===== src/rtl/n_bit_ks_subtractor_pipe.sv =====
// Pipelined Kogge-Stone subtractor: D = A - B - Bin, computed as A + ~B + ~Bin.
// Three register stages with a valid/ready handshake and borrow, zero and overflow flags.
module n_bit_ks_subtractor_pipe #(
    parameter int N = 32
) (
    input  logic       clk,
    input  logic       reset,
    input  logic       in_valid,
    output logic       in_ready,
    input  logic [N:1] A,
    input  logic [N:1] B,
    input  logic       Bin,
    output logic       out_valid,
    input  logic       out_ready,
    output logic [N:1] D,
    output logic       Bout,
    output logic       Z,
    output logic       V
);

    localparam int L = $clog2(N);
    localparam int H = (L + 1) / 2;

    // Applies KS levels first..last-1 (span 2^k). The bit loop runs from the top down,
    // so each cell reads the previous level's value of its lower neighbour.
    function automatic logic [2*N-1:0] ks_levels(
        input logic [N-1:0] gi,
        input logic [N-1:0] pi,
        input int           first,
        input int           last
    );
        logic [N-1:0] g;
        logic [N-1:0] p;
        int           span;
        int           j;
        g = gi;
        p = pi;
        for (int k = 0; k < L; k++) begin
            if (k >= first && k < last) begin
                span = 1 << k;
                for (int i = N - 1; i >= 0; i--) begin
                    if (i >= span) begin
                        j    = i - span;
                        g[i] = g[i] | (p[i] & g[j]);
                        p[i] = p[i] & p[j];
                    end
                end
            end
        end
        return {p, g};
    endfunction

    function automatic logic [N-1:0] ks_carry(
        input logic [N-1:0] gi,
        input logic [N-1:0] pi,
        input int           first,
        input int           last
    );
        logic [2*N-1:0] pg;
        pg = ks_levels(gi, pi, first, last);
        return pg[N-1:0];
    endfunction

    // handshake enables
    logic v1, v2;
    logic en1, en2, en3;

    assign en3      = ~out_valid | out_ready;
    assign en2      = ~v2 | en3;
    assign en1      = ~v1 | en2;
    assign in_ready = en1;

    // stage 0: bitwise propagate/generate of A + ~B
    logic [N-1:0] bn;
    logic [N-1:0] p0;
    logic [N-1:0] g0;

    assign bn = ~B;
    assign p0 = A ^ bn;
    assign g0 = A & bn;

    logic         s1_as, s1_bs, s1_cin;
    logic [N-1:0] s1_p, s1_g;

    always_ff @(posedge clk or posedge reset) begin
        if (reset) begin
            v1     <= 1'b0;
            s1_as  <= 1'b0;
            s1_bs  <= 1'b0;
            s1_cin <= 1'b0;
            s1_p   <= '0;
            s1_g   <= '0;
        end else if (en1) begin
            v1     <= in_valid;
            s1_as  <= A[N];
            s1_bs  <= B[N];
            s1_cin <= ~Bin;
            s1_p   <= p0;
            s1_g   <= g0;
        end
    end

    // Gray cell at bit 0 folds the carry-in, so every group generate below is a true carry.
    logic [N-1:0]   g_fold;
    logic [N-1:0]   p_fold;
    logic [2*N-1:0] pg_mid;

    always_comb begin
        g_fold    = s1_g;
        p_fold    = s1_p;
        g_fold[0] = s1_g[0] | (s1_p[0] & s1_cin);
        p_fold[0] = 1'b0;
    end

    assign pg_mid = ks_levels(g_fold, p_fold, 0, H);

    logic         s2_as, s2_bs, s2_cin;
    logic [N-1:0] s2_p, s2_g, s2_pg;

    always_ff @(posedge clk or posedge reset) begin
        if (reset) begin
            v2     <= 1'b0;
            s2_as  <= 1'b0;
            s2_bs  <= 1'b0;
            s2_cin <= 1'b0;
            s2_p   <= '0;
            s2_g   <= '0;
            s2_pg  <= '0;
        end else if (en2) begin
            v2     <= v1;
            s2_as  <= s1_as;
            s2_bs  <= s1_bs;
            s2_cin <= s1_cin;
            s2_p   <= s1_p;
            s2_g   <= pg_mid[N-1:0];
            s2_pg  <= pg_mid[2*N-1:N];
        end
    end

    // remaining prefix levels, sum and flags
    logic [N-1:0] carry;
    logic [N-1:0] sum;
    logic         cout;
    logic         zero;
    logic         ovf;

    assign carry = ks_carry(s2_g, s2_pg, H, L);
    assign sum   = s2_p ^ {carry[N-2:0], s2_cin};
    assign cout  = carry[N-1];
    assign zero  = (sum == '0);
    assign ovf   = (s2_as != s2_bs) && (sum[N-1] != s2_as);

    always_ff @(posedge clk or posedge reset) begin
        if (reset) begin
            out_valid <= 1'b0;
            D         <= '0;
            Bout      <= 1'b0;
            Z         <= 1'b0;
            V         <= 1'b0;
        end else if (en3) begin
            out_valid <= v2;
            D         <= sum;
            Bout      <= ~cout;
            Z         <= zero;
            V         <= ovf;
        end
    end

endmodule


===== config.mk =====
export PLATFORM = sky130hd
export DESIGN_NAME = n_bit_ks_subtractor_pipe
export DESIGN_NICKNAME = d
export VERILOG_FILES = /design/src/rtl/n_bit_ks_subtractor_pipe.sv
export SDC_FILE = /design/constraint.sdc
export NUM_CORES = 1
export LEC_CHECK = 0
export CORE_MARGIN = 5
export CORE_UTILIZATION = 56
export DETAILED_ROUTE_END_ITERATION = 10
export PLACE_DENSITY = 0.8
export SLEW_MARGIN = 20
export SYNTH_ARGS = -nofsm -noshare
export SYNTH_HDL_FRONTEND = slang
export SYNTH_SLANG_ARGS = --single-unit
export TNS_END_PERCENT = 20

===== constraint.sdc =====
create_clock -name clk -period 8.3 [get_ports clk]
set_input_delay 0.83 -clock clk [delete_from_list [all_inputs] [get_ports clk]]
set_output_delay 0.83 -clock clk [all_outputs]
set_load 0.03 [all_outputs]

# Word level (Yosys, flattened, before mapping)
# Cells that the tools add are included.
totals:
  ff_bits: 196
  inputBits: 69
  output_inout_bits: 37
  word_cells: 392
classes:
  n_eq_ne: 2
  bitwise: 370
  n_reduce_logical: 2
ops:
  columns: ["operator", "n"]
  rows:
  - ["1-bit AND", 228]
  - ["1-bit OR", 133]
  - ["32-bit bitwise XOR", 2]
  - ["32-bit AND", 1]
  - ["32-bit logical NOT", 1]
  - ["32-bit inverter", 1]
  - ["1-bit inverter", 5]
  - ["1-bit inequality test", 2]
  - ["1-bit logical AND", 1]

# Logic depth before layout (Yosys ltp)
logic_depth:
  ltp_word: 8
  ltp_mapped: 8
  ltp_nobuf: 6

# Least setup slack after synthesis
# OpenSTA, ideal clock, no wires.
synth_path:
  path_type: "input to output"
  from: "in out_ready"
  to: "out in_ready"
  t_arrival_ns: 1.737
  required_ns: 7.470
  path_slack_ns: 5.733
  cell_stages: 6
  path_buffers: 3
  cell_sequence: "nor2b_1 buf_2 and2_1 nand2_1 buf_2 buf_2"
synth_between:
  elab_chain_cells: 3
synth_rtl:
  columns: ["element", "line_no", "source"]
  rows:
  - ["start: declaration", "14", "input logic out_ready,"]
  - ["1-bit OR", "68", "assign en3 = ~out_valid | out_ready;"]
  - ["1-bit OR", "69", "assign en2 = ~v2 | en3;"]
  - ["1-bit OR", "70", "assign en1 = ~v1 | en2;"]
  - ["end: declaration", "9", "output logic in_ready,"]
# No other way between the ends.

# Worst setup path after layout
# Same ends and word-level chain as after synthesis.

==> key figures <==
Status
  • Outcome: complete, no violations

Routing
  • Wire length per cell: 16.5 µm
  • Detailed-route DRC error count: 0
  • Antenna Nets Post-Route: 0
  • Vias per cell: 5.55
  • Final wirelength: approximately 20 mm
  • First-pass DRT Iterations: 6
  • Vias: 6,814
  • Iter 0 DRT Violations: 662

GRT
  • Global-route wire length before repair: 33.4 mm
  • All-Layer GR Usage: between 20% and 30%
  • Initial antenna violation count: 0
  • Vias in the first global route: 6,489
  • Largest net degree at the start of global routing: around 90
  • Grt ovf: 0

Synthesis
  • YS warnings: 0
  • Syn nets: 1,012
  • Synth Register Bits: around 200
  • Synth Cell Area: 0.00911 mm²
  • Seq/Total Area, Yosys: ~54%
  • Yosys cell types: 45
  • Mean Syn Cell Area: 10.0 µm²
  • Gate Count Post-Synth: 911

Pwr
  • P per Cell Area: approximately 260 mW/mm²
  • Leak Pwr: approximately 0.0050 µW
  • Peak supply drop: between 0.00015 and 0.0002 V

STA
  • Final hold violation count: 0
  • Final WS setup: between 4000 and 5000 ps
  • Setup TNS: 0 ps
  • Final period util: 50.3%
  • Final Max Tran Viols: 0
  • Skew final: 7.63 ps
  • RSZ-0062 raised after global routing: no
  • Fmax: 240 MHz
  • Slew @ Worst Pin: 899 ps
  • Fin crit period: 4180 ps
  • Max_slew headroom: 40.1%
  • Count of final setup violators: 0

Clock tree
  • Resized Gates After CTS: 0
  • Postcts setup bufs: 0
  • CTS max path bufs: 2
  • Clk pin slew, worst setup/hold paths: about 60 ps
  • Num CTS Buffers: 17
  • H-tree levels: 4
  • Clk sinks: 196
  • CTS hold repair buffers: 0
  • Clk_lat worst skew: 440 ps
  • Root buffer cell: clkbuf_16
  • TritonCTS clock tree: yes

Worst setup path
  • Critical Path Fanout Max: 83
  • Startpoint types: primary input
  • Setup CP Type: primary input to output port
  • CP required: 7470 ps
  • Endpoint class of the critical path: output port
  • Arrival @ worst endpoint: 3350 ps

Final layout
  • Layout cell share with drive strength beyond 1: 8.70%
  • Area delta synth->final: 19.5%
  • Final instance area: around 0.011 mm²
  • N_diodes: 0
  • Commonest non-fill, non-tap cell in the layout: nand2_1
  • Final nets: 1,100
  • Number of fillers in the final layout: between 1,000 and 1,500
  • Leading cell types in the layout, fill and taps excluded: nand2_1, dfrtp_1, clkdlybuf4s50_1, a21oi_1, nor2_1

Floorplanning
  • Die height: 138 µm
  • Chip width: around 140 µm
  • Io pins: 106
  • Die Footprint: 0.0189 mm²
  • Standard-cell row count: 46
  • Initial Utilization: between 50% and 60%
  • Core footprint: approximately 0.016 mm²

Placement
  • Gp weighted congestion: 0.856
  • Post-place setup slack: slightly above 4000 ps
  • Placed inst area: 0.0103 mm²
  • DP HPWL: 14.5 mm
  • IO buf count: between 100 and 150

Flow run
  • Max-cap violations: 0

Hold path
  • Hold WC Path Type: register to register
## routing by layer
layer	part of all wire [%]	global-route usage, %	routed length, µm	vias to the layer above
met1	46	34.5	9340	3264
met4	1.6	6.82	323	0
li1	-	-	-	3265
met3	7.5	4.31	1520	23
met2	45	33.4	9020	262
met5	0	0	0	-
## metrics by stage
stage               total power (µW)  hold WS (ps)  utilization (%)  std cells
floorplan                       1740           431                -        911
global placement                2030           446             64.6       1196
detailed placement              2050           456             64.6       1196
CTS                             2860           462             68.3       1228
global route                    3000           483             68.3       1228
finish                          2850           463             68.3       1228
## logic make-up (layout without fill, tap and decap cells)
kind of cell	count (synthesis)	after routing	share of synthesized area (%)
xor gates and xnor gates	32	32	3.08
AOI/OAI and AO/OA	189	189	12.7
and+or+nand+nor	311	311	14.3
muxes	61	61	7.54
adders and majority gates	32	32	4.40
DFF	196	196	53.9
buffers and inverters	90	191	4.12
## layout make-up
| type | instances | area, µm² | area share, % |
|---|---|---|---|
| repair buffers | 112 | 1100 | 10.1 |
| inverters | 47 | 181 | 1.67 |
| clock inverters | 9 | 101 | 0.931 |
| well taps | 216 | 270 | 2.48 |
| multi-input cells | 625 | 3830 | 35.2 |
| clock buffers | 23 | 488 | 4.48 |
| flip-flops and latches | 196 | 4900 | 45.1 |
## final timing paths
| check | from | to | slack (ps) | cells past startpoint |
|---|---|---|---|---|
| max | out_ready | in_ready | 4120 | 7 |
| max in group asynchronous | reset | s2_g[4] | 6150 | 3 |
| min reg2reg | D[14] | D[14] | 460 | 2 |
| min | D[14] | D[14] | 460 | 2 |
| min in group asynchronous | reset | D[5] | 930 | 2 |
| max reg2reg | out_valid | s1_p[2] | 5420 | 7 |
## critical path, stage by stage
cell             delay (ps)
clkdlybuf4s50_1         420
nor2b_2                 120
buf_4                   300
and2_2                  200
buf_4                   630
nand2_2                 160
clkdlybuf4s50_1         630
## registers in the layout, indices dropped and copies added (netlist names), 24 cells and up
| signal | cells |
|---|---|
| s2_g | 32 |
| s2_p | 32 |
| s2_pg | 24 |
| s1_p | 32 |
| D | 32 |
| s1_g | 32 |
## power breakdown
part / leakage, µW / total, µW / internal (µW) / switching (µW)
clock: 0.000293 / 816 / 474 / 343
combinational: 0.00235 / 756 / 316 / 440
sequential: 0.00240 / 1280 / 1130 / 151
## synth_stat cells, drive strengths merged
| cell type | instances | share of area, % |
|---|---|---|
| nand2 | 204 | 8.4 |
| nand2b | 6 | 0.41 |
| o211ai | 7 | 0.58 |
| mux2 | 61 | 7.5 |
| a21o | 13 | 1.1 |
| nand3 | 7 | 0.38 |
| xor2 | 13 | 1.3 |
| and2 | 1 | 0.069 |
| dfrtp | 196 | 54 |
| o32ai | 4 | 0.38 |
| o41ai | 4 | 0.38 |
| inv | 47 | 1.9 |
| a22oi | 3 | 0.25 |
| a31oi | 5 | 0.34 |
| nor3 | 7 | 0.44 |
| a2111oi | 1 | 0.096 |
| buf | 23 | 1.4 |
| and3 | 2 | 0.14 |
| o21a | 8 | 0.66 |
| nand4b | 1 | 0.096 |
| nand3b | 1 | 0.082 |
| nor2b | 5 | 0.34 |
| nor2 | 52 | 2.1 |
| o22ai | 2 | 0.14 |
| a22o | 2 | 0.19 |
| xnor2 | 19 | 1.8 |
| o21ai | 46 | 2.5 |
| nand4 | 19 | 1.3 |
| a21oi | 74 | 4.3 |
| or3b | 1 | 0.096 |
| ha | 32 | 4.4 |
| nor4 | 4 | 0.27 |
| clkbuf | 20 | 0.82 |
| o21bai | 11 | 0.95 |
| nor3b | 1 | 0.082 |
| o221ai | 1 | 0.096 |
| o31ai | 7 | 0.63 |
| o21ba | 1 | 0.11 |
No activity file was read; power rests on OpenSTA's default activity.
